**config.mk**
```make
export PLATFORM = sky130hd
export DESIGN_NAME = multiplexed_display_driver_flat
export DESIGN_NICKNAME = d
export VERILOG_FILES = /design/src/rtl/multiplexed_display_driver_if.sv /design/src/rtl/multiplexed_display_driver.sv /design/src/flat_wrapper.sv
export SDC_FILE = /design/constraint.sdc
export NUM_CORES = 1
export LEC_CHECK = 0
export CAP_MARGIN = 40
export CORE_MARGIN = 3
export CORE_UTILIZATION = 55
export DETAILED_ROUTE_END_ITERATION = 10
export PLACE_DENSITY = 0.85
export SYNTH_ARGS = -nofsm -noshare
export SYNTH_HDL_FRONTEND = slang
export SYNTH_SLANG_ARGS = --single-unit
```
**constraint.sdc**
```tcl
create_clock -name clk -period 3.52 [get_ports clk]
set_clock_uncertainty 0.2 [all_clocks]
set_input_delay 0.704 -clock clk [delete_from_list [all_inputs] [get_ports clk]]
set_output_delay 0.704 -clock clk [all_outputs]
set_load 0.005 [all_outputs]
```
**src/rtl/multiplexed_display_driver_if.sv**
```systemverilog
// multiplexed_display_driver_if: value/control inputs and segment/anode outputs of the display driver
interface multiplexed_display_driver_if #(
  parameter int DIGITS = 4
);
  localparam int IW = $clog2(DIGITS);
  logic                  enable;
  logic                  load;
  logic [4*DIGITS-1:0]   value;
  logic [DIGITS-1:0]     dp_in;
  logic [6:0]            seg;
  logic                  dp;
  logic [DIGITS-1:0]     an;
  logic [IW-1:0]         digit_idx;
  logic                  frame_done;
  modport master (
    output enable, load, value, dp_in,
    input  seg, dp, an, digit_idx, frame_done
  );
  modport slave (
    input  enable, load, value, dp_in,
    output seg, dp, an, digit_idx, frame_done
  );
endinterface

```
**src/rtl/multiplexed_display_driver.sv**
```systemverilog
// multiplexed_display_driver: time-multiplexed 7-segment scan with tear-free buffering and polarity control
module multiplexed_display_driver #(
  parameter int DIGITS         = 4,
  parameter int PRESCALE       = 50000,
  parameter int BLANK_CYCLES   = 0,
  parameter int HEX_MODE       = 0,
  parameter int LZ_BLANK       = 1,
  parameter int SEG_ACTIVE_LOW = 0,
  parameter int AN_ACTIVE_LOW  = 0
) (
  input logic clk,
  input logic rst,
  multiplexed_display_driver_if.slave bus
);
  localparam int IW = $clog2(DIGITS);
  localparam int PW = $clog2(PRESCALE);
  localparam logic SEG_INV = SEG_ACTIVE_LOW != 0;
  localparam logic AN_INV = AN_ACTIVE_LOW != 0;
  localparam logic [6:0] GLYPH [16] = '{
    7'b1111110, 7'b0110000, 7'b1101101, 7'b1111001,
    7'b0110011, 7'b1011011, 7'b1011111, 7'b1110000,
    7'b1111111, 7'b1111011, 7'b1110111, 7'b0011111,
    7'b1001110, 7'b0111101, 7'b1001111, 7'b1000111
  };
  logic [PW-1:0]         pre_q, pre_d;
  logic [IW-1:0]         idx_q, idx_d;
  logic [4*DIGITS-1:0]   pend_q, pend_d, act_q, act_d;
  logic [DIGITS-1:0]     pdp_q, pdp_d, adp_q, adp_d;
  logic                  pv_q, pv_d;
  logic [6:0]            seg_q, seg_d;
  logic                  dp_q, dp_d;
  logic [DIGITS-1:0]     an_q, an_d;
  logic [DIGITS-1:0]     lz;
  logic [3:0]            nib;
  logic                  tc, wrap, swap, blank;
  // Leading-zero map: lz[i] set when nibbles i..DIGITS-1 of the active value are all zero
  always_comb begin
    lz = '0;
    lz[DIGITS-1] = act_q[4*DIGITS-1 -: 4] == 4'd0;
    for (int i = DIGITS - 2; i >= 0; i--) lz[i] = lz[i+1] & (act_q[4*i +: 4] == 4'd0);
  end
  // Scan counters, tear-free buffer swap and next output levels (logic-high = lit)
  always_comb begin
    tc = pre_q == PW'(PRESCALE - 1);
    wrap = !rst && bus.enable && tc && idx_q == IW'(DIGITS - 1);
    swap = (wrap || !bus.enable) && (pv_q || bus.load);
    pre_d = bus.enable ? (tc ? '0 : pre_q + PW'(1)) : pre_q;
    idx_d = (bus.enable && tc) ? (idx_q == IW'(DIGITS - 1) ? '0 : idx_q + IW'(1)) : idx_q;
    pend_d = bus.load ? bus.value : pend_q;
    pdp_d = bus.load ? bus.dp_in : pdp_q;
    pv_d = swap ? 1'b0 : (pv_q || bus.load);
    act_d = swap ? (bus.load ? bus.value : pend_q) : act_q;
    adp_d = swap ? (bus.load ? bus.dp_in : pdp_q) : adp_q;
    nib = act_q[{idx_q, 2'b00} +: 4];
    blank = LZ_BLANK != 0 && idx_q != '0 && lz[idx_q];
    seg_d = (!bus.enable || blank || (nib > 4'd9 && HEX_MODE == 0)) ? '0 : GLYPH[nib];
    dp_d = bus.enable && adp_q[idx_q];
    an_d = (bus.enable && !(int'(pre_q) < BLANK_CYCLES)) ? DIGITS'(1) << idx_q : '0;
  end
  // State and output registers; reset drops the active value and parks outputs inactive
  always_ff @(posedge clk) begin
    if (rst) begin
      pre_q <= '0;
      idx_q <= '0;
      pend_q <= '0;
      pdp_q <= '0;
      act_q <= '0;
      adp_q <= '0;
      pv_q <= 1'b0;
      seg_q <= '0;
      dp_q <= 1'b0;
      an_q <= '0;
    end else begin
      pre_q <= pre_d;
      idx_q <= idx_d;
      pend_q <= pend_d;
      pdp_q <= pdp_d;
      act_q <= act_d;
      adp_q <= adp_d;
      pv_q <= pv_d;
      seg_q <= seg_d;
      dp_q <= dp_d;
      an_q <= an_d;
    end
  end
  assign bus.seg = seg_q ^ {7{SEG_INV}};
  assign bus.dp = dp_q ^ SEG_INV;
  assign bus.an = an_q ^ {DIGITS{AN_INV}};
  assign bus.digit_idx = idx_q;
  assign bus.frame_done = wrap;
endmodule

```
**src/flat_wrapper.sv**
```systemverilog
// flat-port wrapper written by rule: the top's interface ports become plain ports
module multiplexed_display_driver_flat 
#(
  parameter int DIGITS         = 4,
  parameter int PRESCALE       = 50000,
  parameter int BLANK_CYCLES   = 0,
  parameter int HEX_MODE       = 0,
  parameter int LZ_BLANK       = 1,
  parameter int SEG_ACTIVE_LOW = 0,
  parameter int AN_ACTIVE_LOW  = 0
)
  (clk, rst, bus_enable, bus_load, bus_value, bus_dp_in, bus_seg, bus_dp, bus_an, bus_digit_idx, bus_frame_done);
  multiplexed_display_driver_if #(.DIGITS(DIGITS)) bus_i ();
  input logic clk;
  input logic rst;
  input wire logic [$bits(bus_i.enable)-1:0] bus_enable;
  input wire logic [$bits(bus_i.load)-1:0] bus_load;
  input wire logic [$bits(bus_i.value)-1:0] bus_value;
  input wire logic [$bits(bus_i.dp_in)-1:0] bus_dp_in;
  output wire logic [$bits(bus_i.seg)-1:0] bus_seg;
  output wire logic [$bits(bus_i.dp)-1:0] bus_dp;
  output wire logic [$bits(bus_i.an)-1:0] bus_an;
  output wire logic [$bits(bus_i.digit_idx)-1:0] bus_digit_idx;
  output wire logic [$bits(bus_i.frame_done)-1:0] bus_frame_done;
  assign bus_i.enable = bus_enable;
  assign bus_i.load = bus_load;
  assign bus_i.value = bus_value;
  assign bus_i.dp_in = bus_dp_in;
  assign bus_seg = bus_i.seg;
  assign bus_dp = bus_i.dp;
  assign bus_an = bus_i.an;
  assign bus_digit_idx = bus_i.digit_idx;
  assign bus_frame_done = bus_i.frame_done;
  multiplexed_display_driver #(.DIGITS(DIGITS), .PRESCALE(PRESCALE), .BLANK_CYCLES(BLANK_CYCLES), .HEX_MODE(HEX_MODE), .LZ_BLANK(LZ_BLANK), .SEG_ACTIVE_LOW(SEG_ACTIVE_LOW), .AN_ACTIVE_LOW(AN_ACTIVE_LOW)) u_core (.clk(clk), .rst(rst), .bus(bus_i));
endmodule
```
==> impl_metrics.json, run 1 <==
{
  "status": "finished, final reports clean",
  "num_antenna_cells": 0,
  "syn_to_final_growth_pct": 20.0,
  "grt_setup_unrepaired": "no",
  "ys_seq_elements": 71,
  "path_max_fanout": 23,
  "seq_area_frac_synth": 0.430,
  "min_period_ps": 3220,
  "hold_class": "reg -> reg",
  "ant_nets": 0,
  "grt_pass1_wl_um": 11800,
  "maxCapViolCount": 0,
  "relSlewSlack": 0.577,
  "mostFrequentLayoutCells": "dfxtp_1, nor2_1, clkdlybuf4s50_1",
  "vias": 2720,
  "final_layout_size_suffix_gt1_frac": 0.124,
  "critPathKind": "reg -> out",
  "track_usage": 0.205,
  "grt_max_degree": 45,
  "fp-row-count": 27,
  "antenna_found_initial": 0,
  "yosysUniqueCellTypes": 38,
  "total_power_w": 0.00182,
  "dp.cells": 459,
  "first_pass_iters": 4,
  "clkLatencyLatePin_ps": 350,
  "hold_viol": 0,
  "wirelength_um": 7030,
  "final_common_cell": "dfxtp_1",
  "final_cells": 475,
  "clock-sinks": 71,
  "cts_tree": "done",
  "dp_hpwl_um": 4750,
  "die_width_um": 83.5,
  "finalSetupViolations": 0,
  "ctsHoldBuffers": 0,
  "cp.required_ps": 2620,
  "dieHeight_um": 83.5,
  "synth_fp_nets": 400,
  "cts_resized": 0,
  "nNetsFinal": 432,
  "grt_pass1_vias": 2590,
  "drv_slew": 0,
  "drt_iter0_markers": 238,
  "clk_transition_reported_paths_ps": 80,
  "power_leakage_nw": 1.52,
  "postCtsSetupBuffers": 0,
  "via_per_inst": 5.73,
  "worst_setup_path_end_kind": "output pin",
  "avgSynthCellArea_um2": 9.03,
  "clk_path_buf_depth": 2,
  "fp.coreArea_um2": 5680,
  "power_density_nw_per_um2": 459,
  "finalSetupTns_ps": 0,
  "root_buffer": "clkbuf_8",
  "wl_per_cell_um": 14.8,
  "htree_levels": 3,
  "ys.flop_type": "dfxtp_1",
  "synth_area_um2": 3310,
  "synthCells": 366,
  "synth_edf_count": 0,
  "numCtsBuffers": 9,
  "irDropWorstVdd_uv": 317,
  "gp_congestion": 0.874,
  "yosys_warnings": 0,
  "io_buffer_count": 38,
  "timing.final.crit_share": 0.916,
  "die-area_um2": 6980,
  "grt.overflow.total": 0,
  "initial_core_util": 0.582,
  "io_pins": 39,
  "cp.arrival_ps": 2320,
  "critPathLaunchType": "flip-flop",
  "fmax_mhz": 310,
  "synthArstFlopShare": 0,
  "drc_errors": 0,
  "max_slew.worst_pin.slew_ps": 634
}
per-stage QoR:
stage	hold WS [ps]	instance area (µm²)	worst slack, ps	util
3_3_place_gp	295	3730	531	0.657
2_1_floorplan	276	3310	741	-
4_1_cts	330	3970	302	0.699
5_1_grt	353	3970	203	0.699
6_report	324	3970	295	0.699
3_5_place_dp	309	3730	525	0.657
synth_stat cells (2+ instances only):
library cell / n / area share
a211oi_1: 2 / 0.0045
a21oi_1: 28 / 0.042
a311oi_1: 2 / 0.0053
and3_1: 3 / 0.0057
buf_1: 2 / 0.0023
buf_6: 2 / 0.0068
clkbuf_1: 21 / 0.024
dfxtp_1: 71 / 0.43
ha_1: 10 / 0.038
inv_1: 8 / 0.0091
mux2i_1: 27 / 0.082
mux4_1: 2 / 0.016
mux4_2: 2 / 0.014
nand2_1: 35 / 0.040
nand2b_1: 2 / 0.0038
nand3_1: 10 / 0.015
nand4_1: 3 / 0.0057
nor2_1: 56 / 0.064
nor2b_1: 2 / 0.0038
nor3_1: 13 / 0.020
nor4_1: 6 / 0.011
o211ai_1: 2 / 0.0045
o21ai_0: 7 / 0.011
o221a_2: 20 / 0.068
or3_1: 4 / 0.0076
xnor2_1: 8 / 0.021
xor2_1: 7 / 0.019
cell families after synthesis:
family / count (synthesis) / share of synthesized area
AOI/OAI and AO/OA: 66 / 0.147
xor gates and xnor gates: 15 / 0.0397
adders and majority gates: 10 / 0.0379
buffers and inverters: 34 / 0.0435
DFF: 71 / 0.430
muxes: 33 / 0.119
and+or+nand+nor: 137 / 0.182
area by class of cell:
class | instances | area (µm²)
clock inverter | 6 | 109
inverter | 8 | 30.0
timing repair buffer | 47 | 448
tap | 72 | 90.1
sequential | 71 | 1420
multi-input combinational | 261 | 1740
clock buffer | 10 | 128
fill | 445 | 1710
worst paths after layout:
path	slack, ps	from	depth (start not counted)	endpoint
max	300	u_core.pre_q[0]	7	bus_frame_done
min	320	u_core.pend_q[6]	2	u_core.pend_q[6]
max reg2reg	670	u_core.bus.digit_idx[1]	8	u_core.bus.seg[4]
min reg2reg	320	u_core.pend_q[6]	2	u_core.pend_q[6]
registers in the layout, summed over array words and instances, names as in the netlist:
| name | cells |
|---|---|
| u_core.act_q | 16 |
| u_core.adp_q | 4 |
| u_core.bus.an | 4 |
| u_core.bus.digit_idx | 2 |
| u_core.bus.dp | 1 |
| u_core.bus.seg | 7 |
| u_core.pdp_q | 4 |
| u_core.pend_q | 16 |
| u_core.pre_q | 16 |
| u_core.pv_q | 1 |
report_power, final:
| group | switching (W) | leakage [nW] | internal (W) |
|---|---|---|---|
| clock network | 0.000311 | 0.120 | 0.000470 |
| logic | 0.0000865 | 0.819 | 0.0000930 |
| registers | 0.0000210 | 0.581 | 0.000838 |
metal layers:
| layer | global-route usage | share of wire | wire [µm] | vias up |
|---|---|---|---|---|
| li1 | - | - | - | 1359 |
| met3 | 0.0513 | 0.050 | 348 | 13 |
| met1 | 0.255 | 0.46 | 3240 | 1277 |
| met2 | 0.344 | 0.47 | 3290 | 71 |
| met5 | 0 | 0 | 0 | - |
| met4 | 0.0789 | 0.022 | 152 | 0 |
critical path, stage by stage (launching register included):
cell	delay (ps)
dfxtp_1	410
ha_1	210
nand3_1	90
nor2_1	140
nand3_1	100
buf_4	230
nor3_1	230
clkdlybuf4s50_1	550
Power figures use the tool's default switching activity.
==> run 2, diff against run 1 <==
--- a/config.mk
+++ b/config.mk
@@ -10,6 +10,8 @@
 export CORE_UTILIZATION = 55
 export DETAILED_ROUTE_END_ITERATION = 10
 export PLACE_DENSITY = 0.85
+export SETUP_SLACK_MARGIN = 0.15
+export SKIP_LAST_GASP = 1
 export SYNTH_ARGS = -nofsm -noshare
 export SYNTH_HDL_FRONTEND = slang
 export SYNTH_SLANG_ARGS = --single-unit
==> results of run 2 <==
No change in the layout: final DEF, timing and power equal those of run 1.
